### src/rtl/vector_element_sequencer_if.sv
// rtl/vector_element_sequencer_if.sv - issue, element and vstart write-back signals of the element sequencer
interface vector_element_sequencer_if #(
  parameter int VLEN = 128
);
  localparam int LW = $clog2(VLEN);

  logic            start_valid;
  logic            start_ready;
  logic [4:0]      start_vd;
  logic [4:0]      start_vs1;
  logic [4:0]      start_vs2;
  logic            start_masked;
  logic [31:0]     vl;
  logic [31:0]     vstart;
  logic            vill;
  logic [2:0]      vsew;
  logic [2:0]      vlmul;
  logic [VLEN-1:0] mask_registers;
  logic            flush;
  logic            elem_valid;
  logic            elem_ready;
  logic [31:0]     elem_idx;
  logic [4:0]      elem_vd;
  logic [4:0]      elem_vs1;
  logic [4:0]      elem_vs2;
  logic [LW-1:0]   elem_bit_offset;
  logic            elem_active;
  logic            elem_last;
  logic            vstart_we;
  logic [31:0]     new_vstart;
  logic            busy;
  logic            done;
  logic            illegal;

  modport slave (
    input  start_valid, start_vd, start_vs1, start_vs2, start_masked,
    input  vl, vstart, vill, vsew, vlmul, mask_registers, flush, elem_ready,
    output start_ready, elem_valid, elem_idx, elem_vd, elem_vs1, elem_vs2,
    output elem_bit_offset, elem_active, elem_last, vstart_we, new_vstart,
    output busy, done, illegal
  );

  modport master (
    output start_valid, start_vd, start_vs1, start_vs2, start_masked,
    output vl, vstart, vill, vsew, vlmul, mask_registers, flush, elem_ready,
    input  start_ready, elem_valid, elem_idx, elem_vd, elem_vs1, elem_vs2,
    input  elem_bit_offset, elem_active, elem_last, vstart_we, new_vstart,
    input  busy, done, illegal
  );
endinterface

### src/rtl/vector_element_sequencer.sv
// rtl/vector_element_sequencer.sv - issues one vector element descriptor per cycle with vstart write-back
module vector_element_sequencer #(
  parameter int VLEN = 128
) (
  input  logic                       SYS_clk,
  input  logic                       SYS_reset,
  vector_element_sequencer_if.slave  bus
);
  localparam int LW = $clog2(VLEN);

  typedef enum logic [1:0] {S_IDLE, S_RUN, S_DONE, S_ILL} state_t;

  state_t          r_state;
  logic [31:0]     r_idx;
  logic [31:0]     r_vl_eff;
  logic [2:0]      r_sew_sh;
  logic [4:0]      r_vd;
  logic [4:0]      r_vs1;
  logic [4:0]      r_vs2;
  logic            r_masked;
  logic [VLEN-1:0] r_mask;
  logic            r_empty;

  logic [2:0]  w_sew_sh;
  logic        w_sew_ok;
  logic        w_lmul_ok;
  logic [31:0] w_base;
  logic [31:0] w_vlmax;
  logic [4:0]  w_align;
  logic        w_misaligned;
  logic        w_illegal;
  logic [31:0] w_vl_eff;
  logic        w_empty;

  always_comb begin
    w_sew_sh  = 3'd3;
    w_sew_ok  = 1'b1;
    w_lmul_ok = 1'b1;
    w_align   = 5'd0;
    case (bus.vsew)
      3'b000:  w_sew_sh = 3'd3;
      3'b001:  w_sew_sh = 3'd4;
      3'b010:  w_sew_sh = 3'd5;
      default: w_sew_ok = 1'b0;
    endcase
    w_base = 32'(VLEN) >> w_sew_sh;
    case (bus.vlmul)
      3'b000, 3'b001, 3'b010, 3'b011: begin
        w_vlmax = w_base << bus.vlmul[1:0];
        w_align = (5'd1 << bus.vlmul[1:0]) - 5'd1;
      end
      3'b101:  w_vlmax = w_base >> 3;
      3'b110:  w_vlmax = w_base >> 2;
      3'b111:  w_vlmax = w_base >> 1;
      default: begin
        w_vlmax   = 32'd0;
        w_lmul_ok = 1'b0;
      end
    endcase
    // Register groups must start on an LMUL-aligned register number.
    w_misaligned = |((bus.start_vd | bus.start_vs1 | bus.start_vs2) & w_align);
    w_illegal    = bus.vill || !w_sew_ok || !w_lmul_ok || (w_vlmax == 32'd0) || w_misaligned;
    w_vl_eff     = (bus.vl < w_vlmax) ? bus.vl : w_vlmax;
    w_empty      = (bus.vstart >= w_vl_eff);
  end

  logic        w_run;
  logic        w_hs;
  logic        w_last;
  logic [39:0] w_scaled;
  logic [4:0]  w_group;

  // idx*SEW splits into the register-group offset (high bits) and bit offset (low bits).
  assign w_run    = (r_state == S_RUN);
  assign w_hs     = w_run && bus.elem_ready;
  assign w_last   = (r_idx == r_vl_eff - 32'd1);
  assign w_scaled = {8'd0, r_idx} << r_sew_sh;
  assign w_group  = 5'(w_scaled >> LW);

  always_ff @(posedge SYS_clk or negedge SYS_reset) begin
    if (!SYS_reset) begin
      r_state  <= S_IDLE;
      r_idx    <= '0;
      r_vl_eff <= '0;
      r_sew_sh <= '0;
      r_vd     <= '0;
      r_vs1    <= '0;
      r_vs2    <= '0;
      r_masked <= 1'b0;
      r_mask   <= '0;
      r_empty  <= 1'b0;
    end else if (bus.flush) begin
      r_state <= S_IDLE;
    end else begin
      case (r_state)
        S_IDLE: begin
          if (bus.start_valid) begin
            r_idx    <= bus.vstart;
            r_vl_eff <= w_vl_eff;
            r_sew_sh <= w_sew_sh;
            r_vd     <= bus.start_vd;
            r_vs1    <= bus.start_vs1;
            r_vs2    <= bus.start_vs2;
            r_masked <= bus.start_masked;
            r_mask   <= bus.mask_registers;
            r_empty  <= w_empty;
            if (w_illegal)    r_state <= S_ILL;
            else if (w_empty) r_state <= S_DONE;
            else              r_state <= S_RUN;
          end
        end
        S_RUN: begin
          if (bus.elem_ready) begin
            if (w_last) begin
              r_state <= S_DONE;
              r_empty <= 1'b0;
            end else begin
              r_idx <= r_idx + 32'd1;
            end
          end
        end
        default: r_state <= S_IDLE;
      endcase
    end
  end

  assign bus.start_ready     = (r_state == S_IDLE) && !bus.flush;
  assign bus.busy            = (r_state != S_IDLE);
  assign bus.done            = (r_state == S_DONE) && !bus.flush;
  assign bus.illegal         = (r_state == S_ILL) && !bus.flush;
  assign bus.elem_valid      = w_run;
  assign bus.elem_idx        = w_run ? r_idx : 32'd0;
  assign bus.elem_vd         = w_run ? r_vd + w_group : 5'd0;
  assign bus.elem_vs1        = w_run ? r_vs1 + w_group : 5'd0;
  assign bus.elem_vs2        = w_run ? r_vs2 + w_group : 5'd0;
  assign bus.elem_bit_offset = w_run ? w_scaled[LW-1:0] : '0;
  assign bus.elem_active     = w_run && (!r_masked || r_mask[r_idx[LW-1:0]]);
  assign bus.elem_last       = w_run && w_last;
  // The empty path still clears vstart so the architectural state is consistent.
  assign bus.vstart_we       = w_hs || ((r_state == S_DONE) && r_empty);
  assign bus.new_vstart      = (w_run && !w_last) ? r_idx + 32'd1 : 32'd0;
endmodule

### src/flat_wrapper.sv
// flat-port wrapper written by rule: the top's interface ports become plain ports
module vector_element_sequencer_flat 
#(
  parameter int VLEN = 128
)
  (SYS_clk, SYS_reset, bus_start_valid, bus_start_vd, bus_start_vs1, bus_start_vs2, bus_start_masked, bus_vl, bus_vstart, bus_vill, bus_vsew, bus_vlmul, bus_mask_registers, bus_flush, bus_elem_ready, bus_start_ready, bus_elem_valid, bus_elem_idx, bus_elem_vd, bus_elem_vs1, bus_elem_vs2, bus_elem_bit_offset, bus_elem_active, bus_elem_last, bus_vstart_we, bus_new_vstart, bus_busy, bus_done, bus_illegal);
  vector_element_sequencer_if #(.VLEN(VLEN)) bus_i ();
  input  logic SYS_clk;
  input  logic SYS_reset;
  input wire logic [$bits(bus_i.start_valid)-1:0] bus_start_valid;
  input wire logic [$bits(bus_i.start_vd)-1:0] bus_start_vd;
  input wire logic [$bits(bus_i.start_vs1)-1:0] bus_start_vs1;
  input wire logic [$bits(bus_i.start_vs2)-1:0] bus_start_vs2;
  input wire logic [$bits(bus_i.start_masked)-1:0] bus_start_masked;
  input wire logic [$bits(bus_i.vl)-1:0] bus_vl;
  input wire logic [$bits(bus_i.vstart)-1:0] bus_vstart;
  input wire logic [$bits(bus_i.vill)-1:0] bus_vill;
  input wire logic [$bits(bus_i.vsew)-1:0] bus_vsew;
  input wire logic [$bits(bus_i.vlmul)-1:0] bus_vlmul;
  input wire logic [$bits(bus_i.mask_registers)-1:0] bus_mask_registers;
  input wire logic [$bits(bus_i.flush)-1:0] bus_flush;
  input wire logic [$bits(bus_i.elem_ready)-1:0] bus_elem_ready;
  output wire logic [$bits(bus_i.start_ready)-1:0] bus_start_ready;
  output wire logic [$bits(bus_i.elem_valid)-1:0] bus_elem_valid;
  output wire logic [$bits(bus_i.elem_idx)-1:0] bus_elem_idx;
  output wire logic [$bits(bus_i.elem_vd)-1:0] bus_elem_vd;
  output wire logic [$bits(bus_i.elem_vs1)-1:0] bus_elem_vs1;
  output wire logic [$bits(bus_i.elem_vs2)-1:0] bus_elem_vs2;
  output wire logic [$bits(bus_i.elem_bit_offset)-1:0] bus_elem_bit_offset;
  output wire logic [$bits(bus_i.elem_active)-1:0] bus_elem_active;
  output wire logic [$bits(bus_i.elem_last)-1:0] bus_elem_last;
  output wire logic [$bits(bus_i.vstart_we)-1:0] bus_vstart_we;
  output wire logic [$bits(bus_i.new_vstart)-1:0] bus_new_vstart;
  output wire logic [$bits(bus_i.busy)-1:0] bus_busy;
  output wire logic [$bits(bus_i.done)-1:0] bus_done;
  output wire logic [$bits(bus_i.illegal)-1:0] bus_illegal;
  assign bus_i.start_valid = bus_start_valid;
  assign bus_i.start_vd = bus_start_vd;
  assign bus_i.start_vs1 = bus_start_vs1;
  assign bus_i.start_vs2 = bus_start_vs2;
  assign bus_i.start_masked = bus_start_masked;
  assign bus_i.vl = bus_vl;
  assign bus_i.vstart = bus_vstart;
  assign bus_i.vill = bus_vill;
  assign bus_i.vsew = bus_vsew;
  assign bus_i.vlmul = bus_vlmul;
  assign bus_i.mask_registers = bus_mask_registers;
  assign bus_i.flush = bus_flush;
  assign bus_i.elem_ready = bus_elem_ready;
  assign bus_start_ready = bus_i.start_ready;
  assign bus_elem_valid = bus_i.elem_valid;
  assign bus_elem_idx = bus_i.elem_idx;
  assign bus_elem_vd = bus_i.elem_vd;
  assign bus_elem_vs1 = bus_i.elem_vs1;
  assign bus_elem_vs2 = bus_i.elem_vs2;
  assign bus_elem_bit_offset = bus_i.elem_bit_offset;
  assign bus_elem_active = bus_i.elem_active;
  assign bus_elem_last = bus_i.elem_last;
  assign bus_vstart_we = bus_i.vstart_we;
  assign bus_new_vstart = bus_i.new_vstart;
  assign bus_busy = bus_i.busy;
  assign bus_done = bus_i.done;
  assign bus_illegal = bus_i.illegal;
  vector_element_sequencer #(.VLEN(VLEN)) u_core (.SYS_clk(SYS_clk), .SYS_reset(SYS_reset), .bus(bus_i));
endmodule
### config.mk
export PLATFORM = sky130hd
export DESIGN_NAME = vector_element_sequencer_flat
export DESIGN_NICKNAME = d
export VERILOG_FILES = /design/src/rtl/vector_element_sequencer_if.sv /design/src/rtl/vector_element_sequencer.sv /design/src/flat_wrapper.sv
export SDC_FILE = /design/constraint.sdc
export NUM_CORES = 1
export LEC_CHECK = 0
export BUFFER_PORTS_ARGS = -buffer_cell sky130_fd_sc_hd__buf_4
export CELL_PAD_IN_SITES_DETAIL_PLACEMENT = 2
export CELL_PAD_IN_SITES_GLOBAL_PLACEMENT = 2
export CORE_ASPECT_RATIO = 1.2
export CORE_UTILIZATION = 32
export DETAILED_ROUTE_END_ITERATION = 10
export HOLD_SLACK_MARGIN = 0.08
export PLACE_DENSITY = 0.79
export SLEW_MARGIN = 25
export SYNTH_ARGS = -nofsm -noshare
export SYNTH_HDL_FRONTEND = slang
export SYNTH_SLANG_ARGS = --single-unit
### constraint.sdc
create_clock -name SYS_clk -period 5.6 [get_ports SYS_clk]
set_input_delay 1.12 -clock SYS_clk [delete_from_list [all_inputs] [get_ports SYS_clk]]
set_output_delay 1.12 -clock SYS_clk [all_outputs]
set_load 0.05 [all_outputs]
## Word level (Yosys, flattened, before mapping)

Index checks and enable logic that the tools add are counted.

- Input bits: 220
- Register bits after elaboration: 214

- Add/subtract/negate cells: 6
- Muxes and demuxes: 29
- Equality and inequality tests: 19
- Reductions and logical operators: 33
- Bitwise operators: 4
- Shift operators: 4
- $lt $le $gt $ge: 3

Operators by type and width:

| kind | count |
|---|---|
| $mux W32 | 6 |
| $pmux W32 S4 | 1 |
| $pmux W32 S2 | 1 |
| $add A32 B1 Y32 const B | 1 |
| $eq A32 B32 Y1 | 1 |
| $ge A32 B32 Y1 | 1 |
| $logic_not A32 Y1 | 1 |
| $lt A32 B32 Y1 | 1 |
| $shl A32 B2 Y32 | 1 |
| $shl A32 B3 Y12 | 1 |
| $shr A8 B3 Y32 const A | 1 |
| $sub A32 B1 Y32 const B | 1 |
| $mux W5 | 4 |
| $add A5 B5 Y5 | 3 |
| $mux W2 | 6 |
| $or A5 B5 Y5 | 2 |
| $reduce_and A5 Y1 | 2 |
| $eq A3 B2 Y1 const B | 3 |
| $eq A3 B3 Y1 const B | 3 |
| $ne A3 B3 Y1 const B | 3 |
| $logic_and A1 B1 Y1 | 8 |
| $lt A7 B8 Y1 const B | 1 |
| $ne A2 B2 Y1 const B | 4 |
| $bmux W1 S7 | 1 |
| other kinds (22) | 41 |

## Longest topological paths before layout

- Depth in word-level cells: 13
- Mapped depth: 28

## Least setup slack after synthesis

OpenSTA, ideal clock, no wires.

- Path type: input-to-reg
- From: in bus_vsew[1]
- To: reg u_core.r_state[0]
- Data arrival time: 5.195 ns
- Slack: 0.329 ns
- Cell stages on the path: 26
- Cell sequence: clkbuf_1 inv_1 nor2_1 a21oi_1 o22ai_1 a22o_1 nor2b_1 inv_1 ha_1 a21o_1 a21o_1 a21oi_1 a21oi_1 nor2_1 a31oi_1 clkbuf_1 mux2i_1 ha_1 and2_1 o211ai_1 o21ai_0 a2111oi_0 o41ai_1 nor3_1 o21ai_0 o21ai_1

- Cells in the longest elaborated chain, start to end: 13
- Elaborated cells between the ends (all ways): 23
- Classes of those cells: 2 x order compare; 2 x eq/ne; 2 x shift; 9 x mux; 8 x reduce/logical

Ends and longest elaborated chain:

| what | line | text |
|---|---|---|
| start, declared | flat_wrapper.sv:18 | `input wire logic [$bits(bus_i.vsew)-1:0] bus_vsew;` |
| $eq A3 B2 Y1 or $eq A3 B1 Y1 (tied branches) | vector_element_sequencer.sv:40 | `case (bus.vsew)` |
| $pmux W3 S2 | vector_element_sequencer.sv:40 |  |
| $shr A8 B3 Y32 | vector_element_sequencer.sv:46 | `w_base = 32'(VLEN) >> w_sew_sh;` |
| $shl A32 B2 Y32 | vector_element_sequencer.sv:49 | `w_vlmax = w_base << bus.vlmul[1:0];` |
| $pmux W32 S4 | vector_element_sequencer.sv:47 | `case (bus.vlmul)` |
| $lt A32 B32 Y1 | vector_element_sequencer.sv:63 | `w_vl_eff = (bus.vl < w_vlmax) ? bus.vl : w_vlmax;` |
| $mux W32 | vector_element_sequencer.sv:63 |  |
| $ge A32 B32 Y1 | vector_element_sequencer.sv:64 | `w_empty = (bus.vstart >= w_vl_eff);` |
| $mux W2 | vector_element_sequencer.sv:108 | `else if (w_empty) r_state <= S_DONE;` |
| $mux W2 (*) | vector_element_sequencer.sv:107 | `if (w_illegal) r_state <= S_ILL;` |
| $mux W2 (*) | vector_element_sequencer.sv:97 | `if (bus.start_valid) begin` |
| $pmux W2 S2 (*) | vector_element_sequencer.sv:95 | `case (r_state)` |
| $mux W2 (*) | vector_element_sequencer.sv:92 | `end else if (bus.flush) begin` |
| end signal, assigned | vector_element_sequencer.sv:93 | `r_state <= S_IDLE;` |
| end signal, assigned | vector_element_sequencer.sv:107 |  |
| end signal, assigned | vector_element_sequencer.sv:108 |  |
| end, declared | vector_element_sequencer.sv:13 | `state_t r_state;` |

Every way passes the cells marked *; elsewhere a longest branch is shown, timed or not. The select of a mux whose other input is x is not followed.
A chain may end at the register's enable or synchronous reset.

## Worst setup path in the final report

- From: reg u_core.r_vl_eff[10]
- To: out bus_new_vstart[3]

- Cells in the longest elaborated chain, start to end: 5

Ends and longest elaborated chain:

| what | line | text |
|---|---|---|
| start, declared | vector_element_sequencer.sv:15 | `logic [31:0] r_vl_eff;` |
| start signal, assigned | vector_element_sequencer.sv:99 | `r_vl_eff <= w_vl_eff;` |
| $sub A32 B1 Y32 | vector_element_sequencer.sv:76 | `assign w_last = (r_idx == r_vl_eff - 32'd1);` |
| $eq A32 B32 Y1 | vector_element_sequencer.sv:76 |  |
| $logic_not A1 Y1 | vector_element_sequencer.sv:141 | `assign bus.new_vstart = (w_run && !w_last) ? r_idx + 32'd1 : 32'd0;` |
| $logic_and A1 B1 Y1 | vector_element_sequencer.sv:141 |  |
| $mux W32 | vector_element_sequencer.sv:141 |  |
| end, declared | flat_wrapper.sv:33 | `output wire logic [$bits(bus_i.new_vstart)-1:0] bus_new_vstart;` |

Every way passes these cells.

==> summary.md <==
| Metric | Value |
|---|---|
| Worst-case clock buffer depth | 3 |
| Core area | ~43,000 um^2 |
| Antenna-violating nets left | 0 |
| Drt total wl | around 58 mm |
| Most frequent cells in the layout | nand2_1 (491), buf_4 (336), dfrtp_1 (210) |
| Total power | 6950 uW |
| Least-Margin Pin Slew | between 900 and 1000 ps |
| P&R area growth vs syn | 27.8% |
| Final Non-Filler Cells | around 2,500 |
| TritonCTS clock tree | built |
| Cell mode on critical path | or4_4 |
| Vias post-DR | 13,500 |
| Initial core utilization | 0.326 |
| Pins over their slew limit | 0 |
| Root Driver | clkbuf_16 |
| Rows | 83 |
| Status | finished, violations left |
| Max-cap violations | 0 |
| Clock Skew | ~19 ps |
| Layout cells sized above 1 | 0.238 |
| Met3 usage | 0.0421 |
| Pin count of the biggest net entering global routing | approximately 130 |
| Clk slew on worst S/H paths | ~60 ps |
| Gpl congestion | ~0.85 |
| Required time worst endpoint | 4480 ps |
| Peak VDD IR | around 0.24 mV |
| Crit path kind | register to output port |
| Critical Path AT | 4370 ps |
| Grt peak-use layer | met2 |
| Synth Warn # | 0 |
| Seq/Total Area, Yosys | 0.384 |
| Critical Path, Cell by Cell | or4_4 > or4_4 > or4_4 > o311ai_2 > nor2_1 > or4_4 > o31ai_4 > buf_6 > buf_6 > nor2_1 > buf_4 |
| Worst path bufs/invs | 3 |
| Number of global-route vias before repair | approximately 15,000 |
| Met1 usage | 0.309 |
| Die Width | approximately 190 um |
| Netlist Area Pre-Place | 14,000 um^2 |
| PortBufs | 313 |
| Top FF cell, synth | dfrtp_1 |
| Initial antenna violation count | 6 |
| Total CTS buffers | 25 |
| Synthesized flop and latch total | approximately 210 |
| Avg Cell Area, Syn | 8.41 um^2 |
| Worst Setup Start Kind | register |
| Post-synth EDFFs | 0 |
| Detail Placement HPWL | around 43 mm |
| H-tree depth | 1 |
| Commonest non-fill, non-tap cell in the layout | nand2_1 |
| Crit end category | output port |
| Clk sinks | roughly 210 |
| Hold Crit Class | register to register |
| NumNets Final | 2,220 |
| Avg WL per Cell | 23.0 um |
| Vias per cell | around 5.4 |
| Relative slew slack | 0.353 |
| Total gr overflow | 0 |
| Max frequency | 0.182 GHz |
| CP max stage delay | slightly below 600 ps |
| Final period util | 0.981 |
| Synth cell types | 73 |
| Post-synthesis cell count | 1,660 |
| Lkg Pwr | between 0.008 and 0.009 uW |
| Inst Count DP | 2,459 |
| Violation count after the first detailed-route iteration | 589 |
| Cell family with most CP delay | simple AND/OR/NAND/NOR gates |
| First-pass GRT wire length | around 88 mm |
| DRC Markers | 28 |
| Met2 GRT Util | 0.468 |
| I/O pin count | 314 |
| Asr flop ratio synth | 1.00 |
| Die H | ~230 um |
| GR Util All Layers | 0.260 |
| DRT Pass-1 Iters | 7 |
| Setup Viol. Count Final | 0 |
| Die ar. | between 40,000 and 50,000 um^2 |
| Slowest cell on crit path | or4_4 |
| Clk_lat worst skew | around 550 ps |
| Final min period | between 5000 and 6000 ps |
| CP Max Fanout | 6 |
| PwrDens | around 390 nW/um^2 |
| Failing checks | design-rule violations |
| Final count of hold timing violations | 0 |
timing repair:
action / CTS / global route
endpoints found under the setup margin: 32 / 35
pin swaps: 1 / 2
hold buffers: 0 / 0
buffers inserted: 5 / 0
gates cloned: 1 / 0
resized for setup: 8 / 8
cell usage after synthesis (8+ instances only):
cell / n / area [um^2]
a21oi_1: 49 / 245
nand3_1: 31 / 155
or2_2: 10 / 62.6
o2bb2ai_1: 8 / 70.1
nor4_1: 16 / 100
mux4_2: 42 / 946
a22oi_1: 9 / 67.6
a21o_1: 19 / 143
mux2i_1: 19 / 190
o21ai_0: 65 / 325
xor2_1: 35 / 307
nor3_1: 33 / 165
nand2b_1: 10 / 62.6
nand4_1: 18 / 113
and2_1: 50 / 313
or4_1: 10 / 75.1
xnor2_1: 43 / 377
dfrtp_1: 214 / 5360
nor2b_1: 8 / 50.1
inv_1: 32 / 120
and3_1: 10 / 62.6
nor2_1: 125 / 469
o22ai_1: 14 / 87.6
a211oi_1: 21 / 158
or3_1: 9 / 56.3
clkbuf_1: 92 / 345
ha_1: 57 / 713
nand2_1: 493 / 1850
a2bb2oi_1: 16 / 140
buf_1: 15 / 56.3
logic make-up after synthesis:
group / after synthesis / share of synthesized area
AND/OR/NAND/NOR: 849 / 0.270
AO/OA/AOI/OAI: 244 / 0.115
flip-flops: 214 / 0.384
buffers and inverters: 148 / 0.0421
XOR/XNOR: 78 / 0.0489
multiplexers: 66 / 0.0854
adder cells (fa/ha/maj): 60 / 0.0554
other: 1 / 0.000269
power by group:
group,total (uW),switching [uW],internal [uW]
clock,1760,704,1060
combinational,2900,1670,1220
sequential,2290,405,1890
stage by stage:
step | hold WS (ps) | TNS [ps] | utilization | area [um^2] | worst slack (ps)
after floorplan | 440 | 0 | - | 14000 | 329
after global placement | 454 | 0 | 0.393 | 16900 | 79.1
after detailed placement | 463 | -520 | 0.393 | 16900 | -219
after CTS | 479 | 0 | 0.415 | 17800 | 14.8
after global routing | 500 | -28.8 | 0.416 | 17800 | -20.8
final | 477 | 0 | 0.416 | 17800 | 107
worst register-to-register path: stages (launching register included):
cell and delay (ps):
dfrtp_1 400, inv_1 100, ha_2 230, or4b_4 520, or4_4 490, nor3_2 210
a31oi_1 80, or4_1 520, nor3_1 190, nand4_1 350, nand2_1 790, o21ai_0 250
registers in the layout, summed over array words and instances, names as in the netlist:
| signal | flops |
|---|---|
| u_core.r_masked | 1 |
| u_core.r_vs1 | 5 |
| u_core.r_empty | 1 |
| u_core.r_idx | 32 |
| u_core.r_state | 2 |
| u_core.r_sew_sh | 3 |
| u_core.r_mask | 128 |
| u_core.r_vd | 5 |
| u_core.r_vs2 | 5 |
| u_core.r_vl_eff | 32 |
cell type report:
| cell class | instances | area (um^2) |
|---|---|---|
| fill | 4783 | 25000 |
| multi-input combinational | 1321 | 8160 |
| sequential | 214 | 5360 |
| timing repair buffer | 343 | 2640 |
| clock buffer | 35 | 703 |
| tap | 552 | 691 |
| clock inverter | 10 | 163 |
| inverter | 35 | 131 |
| antenna | 1 | 2.50 |
worst paths after layout:
| kind | from | endpoint | slack (ps) | depth (start not counted) |
|---|---|---|---|---|
| setup / recovery | u_core.r_vl_eff[10] | bus_new_vstart[3] | 110 | 11 |
| hold / removal | u_core.r_mask[19] | u_core.r_mask[19] | 480 | 2 |
| setup reg to reg | u_core.r_vl_eff[0] | u_core.r_idx[12] | 1320 | 11 |
| hold reg to reg | u_core.r_mask[19] | u_core.r_mask[19] | 480 | 2 |
| max in group asynchronous | SYS_reset | u_core.r_mask[108] | 3750 | 2 |
| min in group asynchronous | SYS_reset | u_core.r_idx[24] | 670 | 1 |
per-layer routing:
metal,vias to the layer above,part of all wire
li1,6199,-
met3,106,0.051
met5,-,0.0011
met2,358,0.51
met4,10,0.034
met1,6790,0.40
Power figures use the tool's default switching activity.
